===== src/rtl/branch_resolve_unit_pkg.sv =====
// Shared definitions for the 386 branch-resolution stage: opcode bytes, condition codes,
// the registered result record and the 2-bit predictor counter update.
package rf80386_br_pkg;

  // Widest count path the result record can carry; the top level uses the low CNT_W bits.
  localparam int BR_ECX_MAX = 64;

  localparam logic [7:0] OP_JO             = 8'h70;
  localparam logic [7:0] OP_JNO            = 8'h71;
  localparam logic [7:0] OP_JB             = 8'h72;
  localparam logic [7:0] OP_JNB            = 8'h73;
  localparam logic [7:0] OP_JE             = 8'h74;
  localparam logic [7:0] OP_JNE            = 8'h75;
  localparam logic [7:0] OP_JBE            = 8'h76;
  localparam logic [7:0] OP_JNBE           = 8'h77;
  localparam logic [7:0] OP_JS             = 8'h78;
  localparam logic [7:0] OP_JNS            = 8'h79;
  localparam logic [7:0] OP_JP             = 8'h7A;
  localparam logic [7:0] OP_JNP            = 8'h7B;
  localparam logic [7:0] OP_JL             = 8'h7C;
  localparam logic [7:0] OP_JNL            = 8'h7D;
  localparam logic [7:0] OP_JLE            = 8'h7E;
  localparam logic [7:0] OP_JNLE           = 8'h7F;
  localparam logic [7:0] OP_JMPS           = 8'hEB;
  localparam logic [7:0] OP_LOOPNZ         = 8'hE0;
  localparam logic [7:0] OP_LOOPZ          = 8'hE1;
  localparam logic [7:0] OP_LOOP           = 8'hE2;
  localparam logic [7:0] OP_JCXZ           = 8'hE3;
  localparam logic [7:0] OP_0F_JCC_BASE    = 8'h80;

  typedef enum logic [3:0] {
    CC_O, CC_NO, CC_B, CC_AE, CC_E, CC_NE, CC_BE, CC_A,
    CC_S, CC_NS, CC_P, CC_NP, CC_L, CC_GE, CC_LE, CC_G
  } cc_e;

  typedef struct packed {
    logic                  take;
    logic [BR_ECX_MAX-1:0] ecx;
    logic                  ecx_we;
    logic                  pred;
    logic                  mispred;
  } br_result_t;

  // Saturating 2-bit counter: 00/01 predict not-taken, 10/11 predict taken.
  function automatic logic [1:0] sat_update(input logic [1:0] ctr, input logic taken);
    logic [1:0] nxt;
    nxt = ctr;
    if (taken && ctr != 2'b11) begin
      nxt = ctr + 2'b01;
    end else if (!taken && ctr != 2'b00) begin
      nxt = ctr - 2'b01;
    end
    return nxt;
  endfunction

endpackage


===== src/rtl/branch_resolve_unit_if.sv =====
// Handshaked request/result bundle between decode/execute, the branch-resolution stage
// and the fetch redirect logic. The stage itself connects through the slave modport.
interface branch_resolve_unit_if #(
  parameter int CNT_W = 32,
  parameter int PC_W  = 32
);

  logic             in_valid_i;
  logic             in_ready_o;
  logic [7:0]       ir_i;
  logic             is_0f_i;
  logic             asz32_i;
  logic [CNT_W-1:0] ecx_i;
  logic             zf_i;
  logic             cf_i;
  logic             sf_i;
  logic             vf_i;
  logic             pf_i;
  logic [PC_W-1:0]  pc_i;

  logic             out_valid_o;
  logic             out_ready_i;
  logic             take_br_o;
  logic [CNT_W-1:0] ecx_o;
  logic             ecx_we_o;
  logic             pred_taken_o;
  logic             mispredict_o;

  modport master (
    output in_valid_i, ir_i, is_0f_i, asz32_i, ecx_i,
           zf_i, cf_i, sf_i, vf_i, pf_i, pc_i, out_ready_i,
    input  in_ready_o, out_valid_o, take_br_o, ecx_o, ecx_we_o,
           pred_taken_o, mispredict_o
  );

  modport slave (
    input  in_valid_i, ir_i, is_0f_i, asz32_i, ecx_i,
           zf_i, cf_i, sf_i, vf_i, pf_i, pc_i, out_ready_i,
    output in_ready_o, out_valid_o, take_br_o, ecx_o, ecx_we_o,
           pred_taken_o, mispredict_o
  );

endinterface


===== src/rtl/branch_resolve_unit_cond_eval.sv =====
// Combinational x86 condition-code evaluator (cc + flags -> condition true).
// Kept standalone so SETcc/CMOV can reuse it.
module br_cond_eval
  import rf80386_br_pkg::*;
(
  input  cc_e  cc_i,
  input  logic zf_i,
  input  logic cf_i,
  input  logic sf_i,
  input  logic vf_i,
  input  logic pf_i,
  output logic take_o
);

  logic lt;
  assign lt = sf_i ^ vf_i;

  // Even codes test the condition, the odd code after each one is its complement.
  always_comb begin
    take_o = 1'b0;
    case (cc_i)
      CC_O:  take_o = vf_i;
      CC_NO: take_o = !vf_i;
      CC_B:  take_o = cf_i;
      CC_AE: take_o = !cf_i;
      CC_E:  take_o = zf_i;
      CC_NE: take_o = !zf_i;
      CC_BE: take_o = cf_i | zf_i;
      CC_A:  take_o = !cf_i & !zf_i;
      CC_S:  take_o = sf_i;
      CC_NS: take_o = !sf_i;
      CC_P:  take_o = pf_i;
      CC_NP: take_o = !pf_i;
      CC_L:  take_o = lt;
      CC_GE: take_o = !lt;
      CC_LE: take_o = lt | zf_i;
      CC_G:  take_o = !(lt | zf_i);
      default: take_o = 1'b0;
    endcase
  end

endmodule


===== src/rtl/branch_resolve_unit.sv =====
// Registered branch-resolution stage: Jcc/JMPS/LOOPcc/JCXZ decision plus count decrement.
// Define BR_PREDICT_EN to add the 2-bit predictor table and real mispredict flags.
module branch_resolve_unit
  import rf80386_br_pkg::*;
#(
  parameter int CNT_W        = 32,
  parameter int PRED_ENTRIES = 64,
  parameter int PC_W         = 32
) (
  input  logic                  clk_i,
  input  logic                  rst_ni,
  branch_resolve_unit_if.slave  bus
);

  if (CNT_W < 16 || CNT_W > BR_ECX_MAX) begin : g_bad_cnt_w
    $error("branch_resolve_unit: CNT_W out of range");
  end
  if (PRED_ENTRIES < 2 || (PRED_ENTRIES & (PRED_ENTRIES - 1)) != 0) begin : g_bad_pred
    $error("branch_resolve_unit: PRED_ENTRIES must be a power of 2");
  end
  if (PC_W < $clog2(PRED_ENTRIES) + 2) begin : g_bad_pc_w
    $error("branch_resolve_unit: PC_W too narrow for predictor index");
  end

  // Masks of the active count width; for CNT_W below 32 the 32-bit mask saturates to all ones.
  localparam logic [CNT_W-1:0] ONE    = CNT_W'(1);
  localparam logic [CNT_W-1:0] MASK16 = (ONE << 16) - ONE;
  localparam logic [CNT_W-1:0] MASK32 = (ONE << 32) - ONE;

  logic             in_ready;
  logic             accept;
  logic             out_valid_q;
  br_result_t       res_q;
  br_result_t       res_d;

  logic             is_loopnz, is_loopz, is_loop, is_jcxz, is_jmps;
  logic             is_jcc_short, is_jcc_near, is_loop_fam, is_cond;
  logic             cc_take;
  logic [CNT_W-1:0] cnt_mask;
  logic [CNT_W-1:0] cnt_dec;
  logic             dec_nz;
  logic             cnt_zero;
  logic             take_d;
  logic             pred_d;

  assign in_ready = !out_valid_q || bus.out_ready_i;
  assign accept   = bus.in_valid_i && in_ready;

  assign is_loopnz    = !bus.is_0f_i && (bus.ir_i == OP_LOOPNZ);
  assign is_loopz     = !bus.is_0f_i && (bus.ir_i == OP_LOOPZ);
  assign is_loop      = !bus.is_0f_i && (bus.ir_i == OP_LOOP);
  assign is_jcxz      = !bus.is_0f_i && (bus.ir_i == OP_JCXZ);
  assign is_jmps      = !bus.is_0f_i && (bus.ir_i == OP_JMPS);
  assign is_jcc_short = !bus.is_0f_i && (bus.ir_i[7:4] == OP_JO[7:4]);
  assign is_jcc_near  =  bus.is_0f_i && (bus.ir_i[7:4] == OP_0F_JCC_BASE[7:4]);
  assign is_loop_fam  = is_loopnz || is_loopz || is_loop;
  assign is_cond      = is_jcc_short || is_jcc_near || is_loop_fam || is_jcxz;

  br_cond_eval u_cond (
    .cc_i   (cc_e'(bus.ir_i[3:0])),
    .zf_i   (bus.zf_i),
    .cf_i   (bus.cf_i),
    .sf_i   (bus.sf_i),
    .vf_i   (bus.vf_i),
    .pf_i   (bus.pf_i),
    .take_o (cc_take)
  );

  // Decrement only the active CX/ECX width; bits above it pass through untouched.
  always_comb begin
    cnt_mask = bus.asz32_i ? MASK32 : MASK16;
    cnt_dec  = ((bus.ecx_i - ONE) & cnt_mask) | (bus.ecx_i & ~cnt_mask);
    dec_nz   = |(cnt_dec & cnt_mask);
    cnt_zero = ~|(bus.ecx_i & cnt_mask);
  end

  always_comb begin
    take_d = 1'b0;
    if (is_jcc_short || is_jcc_near) begin
      take_d = cc_take;
    end else if (is_loop) begin
      take_d = dec_nz;
    end else if (is_loopz) begin
      take_d = dec_nz && bus.zf_i;
    end else if (is_loopnz) begin
      take_d = dec_nz && !bus.zf_i;
    end else if (is_jcxz) begin
      take_d = cnt_zero;
    end else if (is_jmps) begin
      take_d = 1'b1;
    end
  end

`ifdef BR_PREDICT_EN
  localparam int IDX_W = $clog2(PRED_ENTRIES);

  logic [1:0]       ctr_q [PRED_ENTRIES];
  logic [IDX_W-1:0] pred_idx;
  logic             unused_pc;

  assign pred_idx  = bus.pc_i[IDX_W:1];
  assign unused_pc = ^{bus.pc_i[PC_W-1:IDX_W+1], bus.pc_i[0]};

  // JMPS is unconditional, so it never trains the table.
  always_comb begin
    pred_d = ctr_q[pred_idx][1];
    if (is_jmps) begin
      pred_d = 1'b1;
    end
  end

  always_ff @(posedge clk_i or negedge rst_ni) begin
    if (!rst_ni) begin
      for (int i = 0; i < PRED_ENTRIES; i++) begin
        ctr_q[i] <= 2'b01;
      end
    end else if (accept && is_cond) begin
      ctr_q[pred_idx] <= sat_update(ctr_q[pred_idx], take_d);
    end
  end
`else
  logic unused_pc;

  assign unused_pc = ^bus.pc_i;
  assign pred_d    = 1'b0;
`endif

  always_comb begin
    res_d         = '0;
    res_d.take    = take_d;
    res_d.ecx     = BR_ECX_MAX'(is_loop_fam ? cnt_dec : bus.ecx_i);
    res_d.ecx_we  = is_loop_fam;
    res_d.pred    = pred_d;
    res_d.mispred = pred_d ^ take_d;
  end

  // A stalled result holds because in_ready is low; drain and refill can share one edge.
  always_ff @(posedge clk_i or negedge rst_ni) begin
    if (!rst_ni) begin
      out_valid_q <= 1'b0;
      res_q       <= '0;
    end else if (in_ready) begin
      out_valid_q <= bus.in_valid_i;
      if (bus.in_valid_i) begin
        res_q <= res_d;
      end
    end
  end

  logic unused_res_ecx;
  assign unused_res_ecx = ^res_q.ecx;

  assign bus.in_ready_o   = in_ready;
  assign bus.out_valid_o  = out_valid_q;
  assign bus.take_br_o    = res_q.take;
  assign bus.ecx_o        = res_q.ecx[CNT_W-1:0];
  assign bus.ecx_we_o     = res_q.ecx_we;
  assign bus.pred_taken_o = res_q.pred;
  assign bus.mispredict_o = res_q.mispred;

endmodule


===== src/flat_wrapper.sv =====
// flat-port wrapper written by rule: the top's interface ports become plain ports
module branch_resolve_unit_flat import rf80386_br_pkg::*;
#(
  parameter int CNT_W        = 32,
  parameter int PRED_ENTRIES = 64,
  parameter int PC_W         = 32
)
  (clk_i, rst_ni, bus_in_valid_i, bus_ir_i, bus_is_0f_i, bus_asz32_i, bus_ecx_i, bus_zf_i, bus_cf_i, bus_sf_i, bus_vf_i, bus_pf_i, bus_pc_i, bus_out_ready_i, bus_in_ready_o, bus_out_valid_o, bus_take_br_o, bus_ecx_o, bus_ecx_we_o, bus_pred_taken_o, bus_mispredict_o);
  branch_resolve_unit_if #(.CNT_W(CNT_W), .PC_W(PC_W)) bus_i ();
  input  logic clk_i;
  input  logic rst_ni;
  input wire logic [$bits(bus_i.in_valid_i)-1:0] bus_in_valid_i;
  input wire logic [$bits(bus_i.ir_i)-1:0] bus_ir_i;
  input wire logic [$bits(bus_i.is_0f_i)-1:0] bus_is_0f_i;
  input wire logic [$bits(bus_i.asz32_i)-1:0] bus_asz32_i;
  input wire logic [$bits(bus_i.ecx_i)-1:0] bus_ecx_i;
  input wire logic [$bits(bus_i.zf_i)-1:0] bus_zf_i;
  input wire logic [$bits(bus_i.cf_i)-1:0] bus_cf_i;
  input wire logic [$bits(bus_i.sf_i)-1:0] bus_sf_i;
  input wire logic [$bits(bus_i.vf_i)-1:0] bus_vf_i;
  input wire logic [$bits(bus_i.pf_i)-1:0] bus_pf_i;
  input wire logic [$bits(bus_i.pc_i)-1:0] bus_pc_i;
  input wire logic [$bits(bus_i.out_ready_i)-1:0] bus_out_ready_i;
  output wire logic [$bits(bus_i.in_ready_o)-1:0] bus_in_ready_o;
  output wire logic [$bits(bus_i.out_valid_o)-1:0] bus_out_valid_o;
  output wire logic [$bits(bus_i.take_br_o)-1:0] bus_take_br_o;
  output wire logic [$bits(bus_i.ecx_o)-1:0] bus_ecx_o;
  output wire logic [$bits(bus_i.ecx_we_o)-1:0] bus_ecx_we_o;
  output wire logic [$bits(bus_i.pred_taken_o)-1:0] bus_pred_taken_o;
  output wire logic [$bits(bus_i.mispredict_o)-1:0] bus_mispredict_o;
  assign bus_i.in_valid_i = bus_in_valid_i;
  assign bus_i.ir_i = bus_ir_i;
  assign bus_i.is_0f_i = bus_is_0f_i;
  assign bus_i.asz32_i = bus_asz32_i;
  assign bus_i.ecx_i = bus_ecx_i;
  assign bus_i.zf_i = bus_zf_i;
  assign bus_i.cf_i = bus_cf_i;
  assign bus_i.sf_i = bus_sf_i;
  assign bus_i.vf_i = bus_vf_i;
  assign bus_i.pf_i = bus_pf_i;
  assign bus_i.pc_i = bus_pc_i;
  assign bus_i.out_ready_i = bus_out_ready_i;
  assign bus_in_ready_o = bus_i.in_ready_o;
  assign bus_out_valid_o = bus_i.out_valid_o;
  assign bus_take_br_o = bus_i.take_br_o;
  assign bus_ecx_o = bus_i.ecx_o;
  assign bus_ecx_we_o = bus_i.ecx_we_o;
  assign bus_pred_taken_o = bus_i.pred_taken_o;
  assign bus_mispredict_o = bus_i.mispredict_o;
  branch_resolve_unit #(.CNT_W(CNT_W), .PRED_ENTRIES(PRED_ENTRIES), .PC_W(PC_W)) u_core (.clk_i(clk_i), .rst_ni(rst_ni), .bus(bus_i));
endmodule

===== config.mk =====
export PLATFORM = sky130hd
export DESIGN_NAME = branch_resolve_unit_flat
export DESIGN_NICKNAME = d
export VERILOG_FILES = /design/src/rtl/branch_resolve_unit_pkg.sv /design/src/rtl/branch_resolve_unit_if.sv /design/src/rtl/branch_resolve_unit_cond_eval.sv /design/src/rtl/branch_resolve_unit.sv /design/src/flat_wrapper.sv
export SDC_FILE = /design/constraint.sdc
export NUM_CORES = 1
export LEC_CHECK = 0
export ABC_AREA = 1
export ABC_CLOCK_PERIOD_IN_PS = 4200
export CORE_MARGIN = 4
export CORE_UTILIZATION = 48
export DETAILED_ROUTE_END_ITERATION = 6
export PLACE_DENSITY = 0.85
export SLEW_MARGIN = 20
export SYNTH_ARGS = -nofsm -noshare
export SYNTH_HDL_FRONTEND = slang
export SYNTH_SLANG_ARGS = --single-unit

===== constraint.sdc =====
create_clock -name clk_i -period 4.2 [get_ports clk_i]
set_input_delay 1.05 -clock clk_i [delete_from_list [all_inputs] [get_ports clk_i]]
set_output_delay 1.05 -clock clk_i [all_outputs]
set_load 0.1 [all_outputs]

* After elaboration in Yosys (flattened, before gate mapping)
Index checks and enable logic that the tools add are counted.
** Word-level totals
- Register bits :: 35
- Bits of input ports :: 83
- Output and inout bits :: 38
** Cells by class
- Add/subtract/negate cells :: 1
- Equal/unequal tests :: 22
- Muxes and demuxes :: 9
- Bitwise gates (word level) :: 10
- Reductions and logical operators :: 27
** Operators by type and width (number)
- 32-bit bitwise AND :: 4
- 32-bit two-way mux :: 2
- 32-bit OR reduction :: 2
- 8-bit equality test, second input constant :: 5
- 4-bit equality test, second input constant :: 9
- 32-bit NOT :: 1
- 32-bit bitwise OR :: 1
- 32-bit by 1-bit subtractor with 32-bit output, second input constant :: 1
- 4-bit by 3-bit equality test with 1-bit output, second input constant :: 5
- 1-bit one-hot mux with 16 select lines :: 1
- 1-bit zero test :: 10
- 1-bit logical AND :: 9
- 4-bit by 2-bit equality test with 1-bit output, second input constant :: 2
- 1-bit two-way mux :: 6
- 4-bit by 1-bit equality test with 1-bit output, second input constant :: 1
- 4-bit zero test :: 1
- 1-bit logical OR :: 4
- 1-bit bitwise OR :: 2
- 2-bit AND reduction :: 1
- 1-bit bitwise AND :: 1
- 1-bit bitwise XOR :: 1

* Logic depth before layout (Yosys ltp)
Gate-level depths: netlist of run 1.
- Depth after elaboration :: 11
- Mapped depth :: 17

* Hierarchy
A second synthesis of run 1 with hierarchy kept.
** Second synthesis, totals
- Cell total of the unflattened synthesis :: 493
- Area total of the unflattened synthesis :: 3106.7 µm²
** Modules (own cells, without submodules)
- branch_resolve_unit :: instances 1, cells an instance 443, area each 2874.0 µm², sequential area each 875.8 µm²
- br_cond_eval :: instances 1, cells an instance 50, area each 232.7 µm², sequential area each 0.0 µm²

* Worst setup path after synthesis of run 1
Ideal clock, no wire load.
- Kind :: input to register
- Start point :: input port bus_out_ready_i
- End point :: register u_core.res_q, in the netlist u_core.bus.ecx_we_o
- Arrival :: 2874 ps
- Slack :: 1204 ps
- Stages on the path :: 9
- Path through :: inv_1 nand2_1 nand2_1 nor2_2 inv_1 buf_4 buf_2 o21ai_0 inv_1
** On the way
- Word-level cells in the longest chain between the ends :: 2
** Ends and longest elaborated chain
- start, declared :: RTL line flat_wrapper.sv:23 : input wire logic [$bits(bus_i.out_ready_i)-1:0] bus_out_ready_i;
- 1-bit logical OR :: RTL line branch_resolve_unit.sv:46 : assign in_ready = !out_valid_q || bus.out_ready_i;
- net bus_in_ready_o :: RTL line flat_wrapper.sv:24 : output wire logic [$bits(bus_i.in_ready_o)-1:0] bus_in_ready_o;
- 2-bit AND reduction (no line)
- end signal, assigned :: RTL line branch_resolve_unit.sv:145 : res_q <= res_d;
- end, declared :: RTL line branch_resolve_unit.sv:33 : br_result_t res_q;
The timed path passes the listed nets, and every way through them passes these cells.
A chain may end at the register's enable or synchronous reset.

* Worst setup path after layout of run 1
- Start point :: input port bus_asz32_i
- End point :: register u_core.res_q, in the netlist u_core.bus.take_br_o
** On the way
- Word-level cells in the longest chain between the ends :: 11
** Ends and longest elaborated chain
- start, declared :: RTL line flat_wrapper.sv:15 : input wire logic [$bits(bus_i.asz32_i)-1:0] bus_asz32_i;
- 32-bit two-way mux * :: RTL line branch_resolve_unit.sv:71 : cnt_mask = bus.asz32_i ? MASK32 : MASK16;
- 32-bit NOT :: RTL line branch_resolve_unit.sv:72 : cnt_dec = ((bus.ecx_i - ONE) & cnt_mask) | (bus.ecx_i & ~cnt_mask);
- 32-bit bitwise AND :: RTL line branch_resolve_unit.sv:72
- 32-bit bitwise OR :: RTL line branch_resolve_unit.sv:72
- 32-bit bitwise AND :: RTL line branch_resolve_unit.sv:73 : dec_nz = |(cnt_dec & cnt_mask);
- 32-bit OR reduction :: RTL line branch_resolve_unit.sv:73
- 1-bit logical AND :: RTL line branch_resolve_unit.sv:86 : take_d = dec_nz && !bus.zf_i;
- 1-bit two-way mux :: RTL line branch_resolve_unit.sv:85 : end else if (is_loopnz) begin
- 1-bit two-way mux :: RTL line branch_resolve_unit.sv:83 : end else if (is_loopz) begin
- 1-bit two-way mux * :: RTL line branch_resolve_unit.sv:81 : end else if (is_loop) begin
- 1-bit two-way mux * :: RTL line branch_resolve_unit.sv:79 : if (is_jcc_short || is_jcc_near) begin
Every way passes the cells marked *; elsewhere a longest branch is shown, timed or not.

==> results of run 1 <==
## cell usage in the layout, fill, tap and decap left out, drive strengths merged, types with 2 or more instances in the layout
| cell type | count |
|---|---|
| o31ai | 2 |
| clkbuf | 7 |
| xor2 | 11 |
| ha | 2 |
| o221ai | 9 |
| o211ai | 23 |
| dfrtp | 35 |
| nor3 | 4 |
| a21oi | 4 |
| nor2 | 76 |
| nand2 | 158 |
| xnor2 | 2 |
| nor4 | 3 |
| nand4 | 15 |
| inv | 61 |
| clkdlybuf4s50 | 86 |
| nand3 | 51 |
| buf | 7 |
| o21ai | 7 |
## cell families after synthesis
logic type | synth area share
compound gates | 0.112
flops | 0.287
buf+inv | 0.102
other cells | 0.00123
xor+xnor | 0.0373
simple gates | 0.451
fa+ha+maj | 0.00821
## stage by stage
stage | hold WS [ns] | instances | instance area [um2]
3_3_place_gp | 0.465 | 636 | 3970
3_5_place_dp | 0.479 | 636 | 3970
5_1_grt | 0.521 | 644 | 4060
2_1_floorplan | 0.754 | 483 | 3050
4_1_cts | 0.498 | 644 | 4060
6_report | 0.491 | 644 | 4060
## metal layers
layer  up-vias  GRT usage  share of wire
li1       1748          -              -
met3         8     0.0292          0.074
met5         -          0              0
met4         0     0.0558          0.011
met1      1597      0.358           0.44
met2       146      0.447           0.47
## flip-flops by register name, summed over array words and instances (netlist names)
signal / count
u_core.bus.ecx_o: 32
u_core.bus.ecx_we_o: 1
u_core.bus.take_br_o: 1
u_core.bus.out_valid_o: 1
## layout make-up
class | instances | area [um2]
fillers | 548 | 1970
multi-input cells | 372 | 1860
repair buffers | 93 | 913
flip-flops and latches | 35 | 876
inverters | 61 | 229
well taps | 75 | 93.8
clock buffers | 7 | 76.3
clock inverters | 1 | 5.00
## where the power goes
part	total (mW)	internal (mW)	switching [mW]
Clock	0.237	0.117	0.120
Combinational	0.715	0.181	0.533
Sequential	0.410	0.384	0.0265
Total	1.36	0.682	0.680
## worst register-to-register path, stage by stage (launching register included)
cell                       delay, ns
sky130_fd_sc_hd__dfrtp_1        0.34
sky130_fd_sc_hd__nand2_1        0.09
sky130_fd_sc_hd__nand2_1        0.11
sky130_fd_sc_hd__buf_4          0.37
sky130_fd_sc_hd__nor2_1         0.13
sky130_fd_sc_hd__buf_4          0.19
sky130_fd_sc_hd__inv_1          0.32
sky130_fd_sc_hd__o221ai_1       0.17
## worst min-delay path by stage
stage,slack [ns],endpoint,from
after detailed placement,0.48,u_core.bus.ecx_o[9],u_core.bus.ecx_o[9]
final,0.49,u_core.bus.ecx_o[0],u_core.bus.ecx_o[0]
after CTS,0.50,u_core.bus.ecx_o[0],u_core.bus.ecx_o[0]
after global routing,0.52,u_core.bus.ecx_o[0],u_core.bus.ecx_o[0]
after global placement,0.47,u_core.bus.ecx_o[0],u_core.bus.ecx_o[0]
after floorplan,0.75,u_core.bus.ecx_o[0],rst_ni
==> metrics.cfg, run 1 <==
[status]
run_status = completed

[yosys]
post_synth.cell_area_avg_um2 = 6.31
synthDistinctLibCells = 31
post_synth_instance_area_um2 = 3050
yosysTopAreaCell = sky130_fd_sc_hd__dfrtp_1
synth_net_count = 568
synthCells = 483
warnings_synthesis = 0
netlist_top_cells_count = 152 x sky130_fd_sc_hd__nand2_1, 60 x sky130_fd_sc_hd__inv_1, 60 x sky130_fd_sc_hd__nor2_1
ys_seq_area_frac = 0.287
synth_top_cell_area_share = 0.287
synthMostInstantiatedCell = sky130_fd_sc_hd__nand2_1
synth_async_sr_flop_share = 1.00
primary_ff_master_synth = sky130_fd_sc_hd__dfrtp_1
synth-edff-count = 0
synth_seq_cells = 35
netlist_top_cells_area = sky130_fd_sc_hd__dfrtp_1 29%, sky130_fd_sc_hd__nand2_1 19%, sky130_fd_sc_hd__nand3_1 8.4%, sky130_fd_sc_hd__inv_1 7.4%, sky130_fd_sc_hd__nor2_1 7.4%

[min_path]
min_path_cells = 2
worst_hold_path_type = reg -> reg

[critical_path]
type_of_the_worst_setup_path = in -> reg
ff2ff_setup_slack_ns = 2.33
timing.critical_path.slowest_cell_delay_ns = 0.84
worstPathCellList = clkdlybuf4s50_1 -> nand2_1 -> nor2_1 -> nand2_1 -> nor2_4 -> nand2_1 -> nand3_1 -> nand2_1 -> inv_2 -> nand2_1 -> nor2_1 -> nand4_1 -> nand2_1 -> nand3_1 -> nand2_1 -> inv_1
cpMaxStageDelayCell = sky130_fd_sc_hd__clkdlybuf4s50_1
critical_path_start = bus_asz32_i
timing.critical_path.max_delay_family = simple AND/OR/NAND/NOR gates
crit_path_frequent_cell = sky130_fd_sc_hd__nand2_1
critical_path.endpoint_type = flop
timing.critical_path.fanout_max = 16
arrival_ns = 3.41
critPathBufInv = 3
path_depth = 16
crit_path_end = u_core.bus.take_br_o
rr_startpoint = u_core.bus.out_valid_o
critPathRequiredTime_ns = 4.38
crit_path_start_kind = input pin
critical_path.reg2reg.endpoint = u_core.bus.ecx_o[13]
r2r_cells = 7

[detailed_routing]
drcViolationCount = 0
route.antenna.remaining_nets = 0
avgRoutedWirePerCell_um = 15.0
detailed_routing_iteration_count_for_the_pre_antenna_repair_pass = 5
postRouteWirelength_um = 9670
via_per_inst = 5.43
drtIter0Drc = 273
dr_total_vias = 3499

[clock_tree]
worst_skew_pair.late_latency_ns = 0.28
cts_tree = built
post_cts_buffers = 0
post_cts_resized = 0
cts_hold_repair.buffers = 0
clock_tree.htree_level_count = 2
cts_root_buffer = sky130_fd_sc_hd__clkbuf_8
path_clk_slew_ns = 0.07
clock_tree.buffer_depth = 2
tritoncts.num_buffers = 5
clock_sink_count = 35

[floorplan]
floorplan.die_area_um2 = 7690
floorplan.io_pins = 121
die_h_um = 87.7
floorplan.core_area_um2 = 6030
chipWidth_um = 87.7
placement_rows = 28
floorplan.initialDensity = 0.506

[finish]
area_growth_pct = 33.0
num_antenna_cells = 0
postLayoutCoreUtil = 0.673
nets = 653
drive_gt1_frac = 0.0650

[grt]
gr-total-overflow = 0
initial_antenna_violation_count = 0
wire_length_of_the_first_global_routing_pass_um = 16200
grt_start_max_net_pins = 37
gr-usage-all-layers = 0.262
vias_in_the_first_global_route = 3488

[place]
placement.setup.worst_slack_ns = 0.738
gp_congestion = 0.938
io_buffer_count = 87
place_hpwl_um = 7600

[pwr]
vdd_ir_max_mv = 0.257
design_power_total_mw = 1.36
static-leakage-power_nw = 1.83
pwr_density_cell_nw_per_um2 = 336

[timing]
hold_violations = 0
timing.slew.headroom = 0.332
finalWorstPathRequiredPeriod_ns = 3.24
worst_slew_pin_slew_ns = 0.998
setup_viol_count_final = 0
finalMaxSlewViolations = 0
fmaxAchievable_mhz = 309
worst_case_clock_skew_ns = 0.00679
layout_setup_ws_ns = 0.963
period_share = 0.771
rsz0062_at_grt = false
finalSetupTns_ns = 0

[run]
maxCapViolations = 0

Power figures use the tool's default switching activity.
==> run 2, diff against run 1 <==
Settings changed: ABC_CLOCK_PERIOD_IN_PS 4200 to 2820, CORE_UTILIZATION 48 to 40, PLACE_DENSITY 0.85 to 0.76.
Clock period 4.2 ns to 2.82 ns, I/O delays scaled along.
==> metrics.cfg, run 2 (synthesized netlist as in run 1, its figures left out) <==
[clock_tree]
cts_root_buffer = sky130_fd_sc_hd__clkbuf_8
path_clk_slew_ns = 0.07
tritoncts.num_buffers = 5
cts_tree = built
clock_sink_count = 35
clock_tree.htree_level_count = 2
clock_tree.buffer_depth = 2
post_cts_buffers = 0
post_cts_resized = 0
worst_skew_pair.late_latency_ns = 0.29
cts_hold_repair.buffers = 0

[timing]
setup_viol_count_final = 0
hold_violations = 0
fmaxAchievable_mhz = 388
rsz0062_at_grt = false
layout_setup_ws_ns = 0.241
finalWorstPathRequiredPeriod_ns = 2.58
finalMaxSlewViolations = 0
period_share = 0.915
finalSetupTns_ns = 0
worst_case_clock_skew_ns = 0.00511

[floorplan]
placement_rows = 31
chipWidth_um = 95.3
floorplan.io_pins = 121
floorplan.core_area_um2 = 7330
floorplan.initialDensity = 0.416
die_h_um = 95.3
floorplan.die_area_um2 = 9080

[critical_path]
r2r_cells = 6
critPathRequiredTime_ns = 3.01
rr_startpoint = u_core.bus.out_valid_o
arrival_ns = 2.77
ff2ff_setup_slack_ns = 1.28
crit_path_start_kind = input pin
critical_path.endpoint_type = flop
type_of_the_worst_setup_path = in -> reg
critical_path.reg2reg.endpoint = u_core.bus.ecx_o[1]
timing.critical_path.fanout_max = 5

[grt]
gr-total-overflow = 0
grt_start_max_net_pins = 36
wire_length_of_the_first_global_routing_pass_um = 16700
vias_in_the_first_global_route = 3620
gr-usage-all-layers = 0.230
initial_antenna_violation_count = 0

[pwr]
vdd_ir_max_mv = 0.233
comb_power_share = 0.522
pwr_density_cell_nw_per_um2 = 472
total_switching_power_mw = 1.04
power.share.clock = 0.184
static-leakage-power_nw = 2.12
swShare = 0.498
power_frac_seq = 0.294
design_power_total_mw = 2.08
power_report.internal_total_mw = 1.05

[detailed_routing]
via_per_inst = 5.21
dr_total_vias = 3712
detailed_routing_iteration_count_for_the_pre_antenna_repair_pass = 5
drtIter0Drc = 214
avgRoutedWirePerCell_um = 14.1
postRouteWirelength_um = 10000
drcViolationCount = 0
route.antenna.remaining_nets = 0

[finish]
final_cell_mix = 151 x sky130_fd_sc_hd__nand2_1, 86 x sky130_fd_sc_hd__buf_4, 60 x sky130_fd_sc_hd__inv_1, 59 x sky130_fd_sc_hd__nor2_1, 51 x sky130_fd_sc_hd__nand3_1
area_of_the_multi_input_gates_um2 = 1890
filler_cell_count = 673
stdcell_area_um2 = 4410
num_antenna_cells = 0
postLayoutCoreUtil = 0.601
nets = 699
drive_gt1_frac = 0.202
ff_latch_area_um2 = 876
area_growth_pct = 44.6
largest_register_ff_count = 32
final_common_cell = sky130_fd_sc_hd__nand2_1

[place]
gp_congestion = 0.886
detailed_place.area_um2 = 4300
placement.setup.worst_slack_ns = -0.121
place_hpwl_um = 8010
io_buffer_count = 87

[status]
run_status = completed

[min_path]
worst_hold_path_type = reg -> reg
min_path_cells = 2
min_delay_worst_endpoint = u_core.bus.ecx_o[8]
worstHoldStart = u_core.bus.ecx_o[8]

[run]
maxCapViolations = 0

==> run 2: cell types whose count changed in the layout (fill, tap and decap cells not counted), moves of 2 or more <==
cell                              change
sky130_fd_sc_hd__buf_12               +3
sky130_fd_sc_hd__clkbuf_1             -2
sky130_fd_sc_hd__buf_4               +79
sky130_fd_sc_hd__clkdlybuf4s50_1     -36
==> run 2: how the worst max path moves through the flow <==
stage,slack [ns],cells past startpoint,endpoint,startpoint
floorplan,0.23,8,u_core.bus.ecx_we_o,u_core.bus.out_valid_o
global placement,-0.12,15,u_core.bus.take_br_o,bus_ecx_i[0]
detailed placement,-0.12,15,u_core.bus.take_br_o,bus_ecx_i[1]
CTS,0.17,15,u_core.bus.take_br_o,bus_ecx_i[1]
global route,0.003,15,u_core.bus.take_br_o,bus_ecx_i[16]
finish,0.24,17,u_core.bus.take_br_o,bus_ecx_i[4]
==> run 2: final cells by class <==
cell class              instances  area share
inverters                      61      0.0519
well taps                      99      0.0281
multi-input cells             372       0.428
clock inverters                 1     0.00114
clock buffers                   6      0.0187
flip-flops and latches         35       0.199
repair buffers                139       0.274
==> run 2: power groups by stage <==
stage / clock network [mW] / logic (mW) / registers [mW]
final: 0.384 / 1.09 / 0.612
after global placement: 0 / 1.07 / 0.619
after floorplan: 0 / 0.238 / 1.13
after detailed placement: 0 / 1.08 / 0.622
after CTS: 0.393 / 1.09 / 0.613
after global routing: 0.407 / 1.15 / 0.621
==> run 2: worst max-delay path, stage by stage <==
cell and delay (ns):
sky130_fd_sc_hd__clkdlybuf4s50_1 0.47, sky130_fd_sc_hd__nor2_1 0.20, sky130_fd_sc_hd__nand2_2 0.13, sky130_fd_sc_hd__nor2_8 0.15, sky130_fd_sc_hd__nand2_4 0.08, sky130_fd_sc_hd__nor2_4 0.15, sky130_fd_sc_hd__nand2_1 0.10, sky130_fd_sc_hd__nand3_1 0.09
sky130_fd_sc_hd__nand2_1 0.07, sky130_fd_sc_hd__inv_2 0.04, sky130_fd_sc_hd__nand2_1 0.04, sky130_fd_sc_hd__nor2_1 0.18, sky130_fd_sc_hd__nand4_1 0.13, sky130_fd_sc_hd__nand2_1 0.08, sky130_fd_sc_hd__nand3_1 0.06, sky130_fd_sc_hd__nand2_1 0.06
sky130_fd_sc_hd__inv_1 0.03
==> run 2: per-layer routing <==
metal  wire [um]  GRT usage
met1        4570      0.300
met2        4590      0.394
met3         693     0.0410
met4         175     0.0553
met5           0          0
==> run 2: through the flow <==
stage,cells,hold slack [ns]
2_1_floorplan,483,0.409
3_3_place_gp,706,0.469
3_5_place_dp,706,0.484
4_1_cts,713,0.505
5_1_grt,713,0.528
6_report,713,0.495
